--- src/rtl/decrement_counter.sv ---
// decrement_counter: loadable, pausable down-counter that sequences N
// iterations of a multiply step. A start/busy/done handshake launches,
// stalls, aborts and signals completion of a run. The decrement is a
// ripple half-subtractor borrow chain with a constant borrow-in of 1.
module decrement_counter #(
    parameter int WIDTH = 4
) (
    input  logic             clk,
    input  logic             rst,
    input  logic             start,
    input  logic [WIDTH-1:0] load_val,
    input  logic             hold,
    input  logic             abort,
    output logic             busy,
    output logic [WIDTH-1:0] count,
    output logic             tick,
    output logic             done
);

    typedef enum logic [1:0] {
        ST_IDLE = 2'd0,
        ST_RUN  = 2'd1,
        ST_DONE = 2'd2
    } state_t;

    state_t state;

    // Borrow chain: borrow[0] is the constant borrow-in that makes this a
    // decrement. The borrow out of the top stage is never needed because
    // RUN is never entered or held with count == 0, so it is not built.
    logic [WIDTH-1:0] borrow;
    logic [WIDTH-1:0] count_dec;
    logic             count_is_one;

    assign borrow[0] = 1'b1;

    generate
        for (genvar gi = 0; gi < WIDTH; gi++) begin : g_hsub
            // Half-subtractor stage: difference and borrow to the next bit.
            assign count_dec[gi] = count[gi] ^ borrow[gi];
            if (gi < WIDTH - 1) begin : g_chain
                assign borrow[gi+1] = ~count[gi] & borrow[gi];
            end
        end
    endgenerate

    assign count_is_one = (count == {{(WIDTH-1){1'b0}}, 1'b1});

    // Control FSM with all outputs registered alongside the state.
    always_ff @(posedge clk or posedge rst) begin
        if (rst) begin
            state <= ST_IDLE;
            count <= '0;
            busy  <= 1'b0;
            tick  <= 1'b0;
            done  <= 1'b0;
        end else begin
            case (state)
                ST_IDLE: begin
                    tick <= 1'b0;
                    done <= 1'b0;
                    if (start) begin
                        if (load_val == '0) begin
                            // Zero-length run completes without ever going busy.
                            count <= '0;
                            done  <= 1'b1;
                            state <= ST_DONE;
                        end else begin
                            count <= load_val;
                            busy  <= 1'b1;
                            state <= ST_RUN;
                        end
                    end
                end

                ST_RUN: begin
                    done <= 1'b0;
                    if (abort) begin
                        // Abort wins over hold; count freezes where it is.
                        busy  <= 1'b0;
                        tick  <= 1'b0;
                        state <= ST_IDLE;
                    end else if (hold) begin
                        tick <= 1'b0;
                    end else begin
                        count <= count_dec;
                        tick  <= 1'b1;
                        if (count_is_one) begin
                            // Last decrement: tick and done land together.
                            busy  <= 1'b0;
                            done  <= 1'b1;
                            state <= ST_DONE;
                        end
                    end
                end

                ST_DONE: begin
                    // Single done cycle; start here is deliberately ignored.
                    tick  <= 1'b0;
                    done  <= 1'b0;
                    state <= ST_IDLE;
                end

                default: begin
                    busy  <= 1'b0;
                    tick  <= 1'b0;
                    done  <= 1'b0;
                    state <= ST_IDLE;
                end
            endcase
        end
    end

endmodule
--- config.mk ---
export PLATFORM = sky130hd
export DESIGN_NAME = decrement_counter
export DESIGN_NICKNAME = d
export VERILOG_FILES = /design/src/rtl/decrement_counter.sv
export SDC_FILE = /design/constraint.sdc
export NUM_CORES = 1
export LEC_CHECK = 0
export BUFFER_PORTS_ARGS = -buffer_cell sky130_fd_sc_hd__buf_2
export CAP_MARGIN = 20
export CORE_AREA = 5 5 42 44
export CTS_CLUSTER_DIAMETER = 150
export DETAILED_ROUTE_END_ITERATION = 16
export DIE_AREA = 0 0 47 49
export HOLD_SLACK_MARGIN = 0.05
export PLACE_DENSITY = 0.72
export SYNTH_ARGS = -nofsm -noshare
export SYNTH_HDL_FRONTEND = slang
export SYNTH_SLANG_ARGS = --single-unit
--- constraint.sdc ---
create_clock -name clk -period 1.49 [get_ports clk]
set_input_delay 0.2235 -clock clk [delete_from_list [all_inputs] [get_ports clk]]
set_output_delay 0.2235 -clock clk [all_outputs]
set_load 0.02 [all_outputs]
* Yosys cells after proc, flatten, opt, wreduce, memory -nomap -nowiden
Cells that the tools add are included.
** Operators by class
- Muxes and demuxes :: 26
- Reductions and logical operators :: 6
- Bitwise operators :: 9
- Equal/unequal tests :: 9
** Operator list (count)
- $mux 4 :: 4
- $mux 1 :: 13
- $mux 2 :: 5
- $ne 2x2->1 const B :: 4
- $pmux 4 s2 :: 1
- $ne 3x3->1 const B :: 2
- $reduce_and 5->1 :: 1
- $eq 4x1->1 const B :: 1
- $logic_not 4->1 :: 1
- $not 1->1 :: 4
- $pmux 2 s2 :: 1
- $reduce_and 4->1 :: 1
- $pmux 1 s3 :: 1
- $reduce_and 3->1 :: 1
- $xor 1x1->1 :: 3
- $and 1x1->1 :: 2
- $eq 2x1->1 const B :: 1
- $eq 2x2->1 const B :: 1
- $logic_not 2->1 :: 1
- $pmux 1 s2 :: 1
- $reduce_bool 2->1 :: 1
** Storage, ports and cells
- Register bits :: 9
- Bits of input ports :: 9
- Output and inout port bits :: 7
- Word-level logic and storage cells :: 55

* Logic depth before layout (Yosys ltp)
Gate-level depths: netlist of run 1.
- Depth in word-level cells :: 7
- Gate-level depth with buffers :: 6
- Gate-level depth less buffers :: 6

* Worst setup path before layout of run 1
Ideal clock, no wire load.
- Kind :: register to register
- Start :: reg count[0]
- End :: reg busy
- Data required time :: 1.352 ns
- Stages on the path, launching flop included :: 5
- Setup slack :: -0.020 ns
- Buffers on the path :: 0
- Setup time :: 0.138 ns
- Arrival :: 1.372 ns
- Cell sequence :: dfrtp_1 > ha_1 > or4b_4 > a31oi_1 > o31ai_1
** On the way
- Longest elaborated chain between the ends :: 3
** RTL lines
- start, declared :: line 15 : output logic [WIDTH-1:0] count,
- start signal, assigned :: line 69 : count <= load_val;
- start signal, assigned :: line 86 : count <= count_dec;
- $eq 4x1->1 :: line 47 : assign count_is_one = (count == {{(WIDTH-1){1'b0}}, 1'b1});
- $ne 3x3->1 (no line)
- $reduce_and 5->1 (no line)
- end signal, assigned :: line 54 : busy <= 1'b0;
- end signal, assigned :: line 70 : busy <= 1'b1;
- end signal, assigned :: line 80 : busy <= 1'b0;
- end, declared :: line 14 : output logic busy,
Every way passes these cells.
A chain may end at the register's enable or synchronous reset.

* Worst setup path after layout of run 1
- Start :: reg count[1]
- End :: reg busy
The elaborated chain is that of the path after synthesis.

==> impl_metrics.ini, run 1 <==
[placed_design]
place_congestion = 0.791
placedInstanceArea_um2 = 647
dp_slack_ns = -0.00186
place_inst = 85
io_buffers = 15

[grt]
overflow = 0
grt_pass1_wl_mm = 2.02
grt_util_all_layers = 0.117
met3_usage = 0.0480
antenna_found_initial = 0
busiest_layer = met2
grtUsageMet1 = 0.167
grt_pass1_vias = 468
gr-usage-met2 = 0.174
grt_max_degree = 10

[sta]
fin_ws_ns = 0.0662
fmax_mhz = 702
skew_ns = 0.00496
finalSetupTns_ns = 0
drv_slew = 0
finalCritPeriodShare = 0.956
setup_viol = 0
fin_crit_ns = 1.42
maxSlewHeadroom = 0.629
grt_setup_unrepaired = no
worstMarginPinSlew_ns = 0.552
hold_viol_final = 0

[power_and_ir_drop]
seqPwrFrac = 0.387
powerDensity_nw_per_um2 = 1480
clock_power_share = 0.184
p_int_uw = 611
combPwrFrac = 0.430
cellLeakagePower_uw = 0.000341
netSwitchingPower_uw = 406
power_switching_share = 0.399
vdd_ir_drop_max_mv = 0.974

[logic_synthesis]
yosysUniqueCellTypes = 23
synth_cells = 53
syn_area_um2 = 539
yosys.area_share.simple = 0.255
avgSynthCellArea_um2 = 10.2
synth_mux_area_frac = 0.0371
synth_compound_area_frac = 0.169
ys.warnings.count = 0
synthAdderAreaFrac = 0.0696
synth-async-reset-ratio = 1.00
synth_xor_xnor_area_share = 0
synth_top_family_by_area = simple AND/OR/NAND/NOR gates
ys.flop_type = dfrtp_1
synth_edf_count = 0
ys_ff_latch = 9
syn_nets = 65
synth-seq-area-share = 0.418

[routing]
ant_nets = 0
drtIter0Drc = 13
finalWirelength_mm = 1.17
dr.pass1.iters = 3
route.vias.total = 466
drc = 0
wl_per_cell_um = 13.0
vias_per_cell = 5.18

[worst_setup_path]
reg2reg_slack_ns = 0.07
worstPathArrival_ns = 1.55
regToRegEndpoint = busy
worst_ep_required_time_ns = 1.61
r2r_cells = 5
endpoint_kind = flop
cp-startpoint = count[1]
cp_max_fo = 3
endpoint = busy
critical_path_class = flop to flop
cp-start-kind = flop
regToRegStartpoint = count[1]

[die]
die_h_um = 49
start_util = 0.385
io_pins = 16
design.core.area_um2 = 1400
rows = 14
die_w_um = 47
dieArea_um2 = 2300

[layout]
final_cell_mix = buf_2, dfrtp_1, inv_1, nor2_1
final_common_cell = buf_2
drive_gt1_frac = 0.378
fin_util = 0.490
syn_to_final_growth_pct = 27.4
finalInstanceArea_um2 = 687
final_cells = 90
antenna_cells = 0
nets = 87

[clocking]
cts_num_sinks = 9
clk_pin_slew_ns = 0.06
cts_tree = built
cts_buffers = 3
clockRootBuffer = clkbuf_4
insertion_delay_ns = 0.25
htreeDepth = 1
clockBufferDepth = 2

[worst_hold_path]
worstHoldPathType = input pin to flop

[job]
max-cap-violations = 0

[outcome]
status = finished clean
==> synthesized netlist by cell type (2+ instances only) <==
| cell type | instances | share of area |
|---|---|---|
| a21oi_1 | 4 | 0.037 |
| a311oi_1 | 2 | 0.032 |
| dfrtp_1 | 9 | 0.42 |
| ha_1 | 3 | 0.070 |
| inv_1 | 6 | 0.042 |
| mux2i_1 | 2 | 0.037 |
| nand2b_1 | 3 | 0.035 |
| nand3b_1 | 2 | 0.028 |
| nor2_1 | 4 | 0.028 |
| nor2b_1 | 3 | 0.035 |
| o21ai_0 | 3 | 0.028 |
==> metrics by stage <==
| stage | power (uW) | hold WS (ns) |
|---|---|---|
| after global placement | 825 | 0.202 |
| after floorplan | 677 | 0.0513 |
| after global routing | 1110 | 0.193 |
| final | 1020 | 0.196 |
| after CTS | 1030 | 0.195 |
| after detailed placement | 833 | 0.210 |
==> state kept, by name, indices dropped and copies added, names as in the netlist <==
register and count:
tick 1, busy 1, state 2, done 1, count 4
==> how the worst min path moves through the flow <==
stage | start | end | slack, ns | depth (start not counted)
final | abort | tick | 0.20 | 2
after global placement | rst | state[0] | 0.20 | 2
after global routing | abort | tick | 0.19 | 2
after detailed placement | rst | busy | 0.21 | 2
after CTS | abort | tick | 0.19 | 2
after floorplan | rst | busy | 0.05 | 1
==> cell families after synthesis <==
kind of cell,Yosys count
AOI/OAI and AO/OA,14
adders and majority gates,3
buffers and inverters,7
DFF,9
muxes,2
and+or+nand+nor,18
==> routing by layer <==
| metal | up-vias | routed length, um | part of all wire |
|---|---|---|---|
| met2 | 12 | 525 | 0.45 |
| met3 | 0 | 70 | 0.060 |
| li1 | 232 | - | - |
| met4 | 0 | 0 | 0 |
| met5 | - | 0 | 0 |
| met1 | 222 | 576 | 0.49 |
==> critical path: stages (launching register included) <==
cell and delay [ns]:
dfrtp_2 0.41, inv_2 0.07, ha_1 0.12, or4b_4 0.46
a31oi_1 0.15, o31ai_1 0.09
==> cell type report <==
class                      count  area (um^2)
clock buffer                   4         26.3
multi-input combinational     37          290
sequential                     9          228
tap                           16         20.0
fill                         142          714
inverter                       6         22.5
timing repair buffer          18          100
==> timing repair <==
action / 4_1_cts / 5_1_grt
buffers inserted: 0 / 0
hold buffers: 1 / 0
endpoints found under the setup margin: 1 / 4
endpoints found under the hold margin: 9 / 0
gates resized for setup: 0 / 2
pin swaps: 1 / 0
==> power by group through the flow <==
stage	Clock [uW]	Sequential, uW	Combinational [uW]
final	187	394	437
after global routing	214	406	493
after CTS	194	391	443
after detailed placement	0	395	439
after global placement	0	391	434
after floorplan	0	461	216
(Power assumes the default switching activity.)
==> inputs of run 2 (changes only) <==
==> constraint.sdc (replaced) <==
create_clock -name clk -period 1.4 [get_ports clk]
set_input_delay 0.21 -clock clk [delete_from_list [all_inputs] [get_ports clk]]
set_output_delay 0.21 -clock clk [all_outputs]
set_load 0.02 [all_outputs]
==> run 2 against run 1 <==
Against the previous run:
- register-to-register slack lost 0.07 ns
- final cell count grew 4.4%
- utilization grew 2.6 points
- via count is the same
- sequential power grew 1%
- count of clock-buffer cells in the layout is the same
- critical path depth is the same
- fmax grew 1.7%
- clock power grew 9%
- total power grew 12%
==> impl_metrics.ini, run 2 (synthesis gave the netlist of run 1 again) <==
[outcome]
status = finished clean

[routing]
route.vias.total = 466
finalWirelength_mm = 1.21
ant_nets = 0
wl_per_cell_um = 12.8
drc = 0
vias_per_cell = 4.96
dr.pass1.iters = 4
drtIter0Drc = 3

[die]
rows = 14
dieArea_um2 = 2300
die_h_um = 49
start_util = 0.385
die_w_um = 47
io_pins = 16
design.core.area_um2 = 1400

[worst_setup_path]
cpPeakStageDelay_ns = 0.46
crit_chain = inv_2 -> ha_1 -> or4b_4 -> a31oi_1 -> o31ai_1
cp-start-kind = flop
worst_ep_required_time_ns = 1.55
cp_max_fo = 3
worst_path_max_delay_cell = or4b_4
critical_path_class = flop to flop
endpoint_kind = flop
cp-startpoint = count[1]
worstPathArrival_ns = 1.54
regToRegStartpoint = count[1]
r2r_cells = 5

[sta]
fmax_mhz = 714
hold_viol_final = 0
whs_ns = 0.177
setup_viol = 0
fin_crit_ns = 1.40
skew_ns = 0.00503
finalCritPeriodShare = 1.00
grt_setup_unrepaired = yes
worstMarginPinSlew_ns = 0.350
maxSlewHeadroom = 0.766
drv_slew = 0

[grt]
grt_util_all_layers = 0.124
grt_pass1_vias = 475
antenna_found_initial = 0
grt_max_degree = 11
overflow = 0
grt_pass1_wl_mm = 2.04

[clocking]
htreeDepth = 1
clockRootBuffer = clkbuf_4
cts_buffers = 3
cts_setup_buffers = 0
insertion_delay_ns = 0.26
cts_num_sinks = 9
cts_tree = built
clockBufferDepth = 2
clk_pin_slew_ns = 0.06

[layout]
final_common_cell = buf_2
largest_register_ffs = 4
final_cell_mix = buf_2, dfrtp_1, buf_4, inv_1, nor2_1
antenna_cells = 0
syn_to_final_growth_pct = 34.1
drive_gt1_frac = 0.436
reg_top3 = count (4), state (2)
nets = 91
final_cells = 94
finalInstanceArea_um2 = 723
largest_register = count
fill_cells = 138

[job]
max-cap-violations = 0

[placed_design]
placedInstanceArea_um2 = 684
io_buffers = 15
hpwl_um = 987
place_congestion = 0.806
place_inst = 89

[power_and_ir_drop]
vdd_ir_drop_max_mv = 0.848
cellLeakagePower_uw = 0.000359
powerDensity_nw_per_um2 = 1580

[worst_hold_path]
worstHoldPathType = input pin to flop
hold_start = abort
worstHoldPathCells = 2
## run 2: worst max-delay path: cells and delay by family, from the launching register on
family          cells  cell delay, ns
simple gates        1            0.46
flops               1            0.40
compound gates      2            0.24
fa+ha+maj           1            0.12
buf+inv             1            0.06
## run 2: area by class of cell
class	count	area, um^2	share of cell area
multi-input combinational	37	297	0.410
sequential	9	228	0.315
timing repair buffer	22	130	0.180
clock buffer	4	26.3	0.0363
inverter	6	22.5	0.0311
tap	16	20.0	0.0277
## run 2: per-stage QoR
stage,power [uW],setup slack (ns),util,TNS [ns]
finish,1140,0.000200,0.516,0
detailed placement,949,-0.0217,0.488,-0.0217
global route,1230,-0.0713,0.516,-0.146
floorplan,725,-0.0637,-,-0.0898
global placement,938,0.0178,0.488,0
CTS,1160,0.00168,0.514,0
## run 2: final timing paths
check / end / slack (ns)
hold / removal: tick / 0.18
setup / recovery: busy / 0.0002
hold reg to reg: busy / 0.55
max in group asynchronous: count[1] / 0.67
min in group asynchronous: state[1] / 0.45
setup reg to reg: busy / 0.0002
## run 2: report_power, final
part / switching, uW / internal (uW) / leakage [uW]
clock: 92.7 / 110 / 0.0000150
sequential: 59.2 / 339 / 0.000108
combinational: 292 / 251 / 0.000237
## run 2: repair_timing
| item | 4_1_cts | 5_1_grt |
|---|---|---|
| pin swaps | 1 | 1 |
| endpoints found under the setup margin | 1 | 5 |
| gates resized for setup | 0 | 2 |
| hold buffers | 1 | 0 |
| hold endpoints to repair | 9 | 0 |
## run 2: routing by layer
layer	up-vias	global-route usage	part of all wire
li1	238	-	-
met4	0	0.0691	0.031
met5	-	0	0
met3	5	0.0221	0.047
met1	211	0.122	0.39
met2	12	0.226	0.53
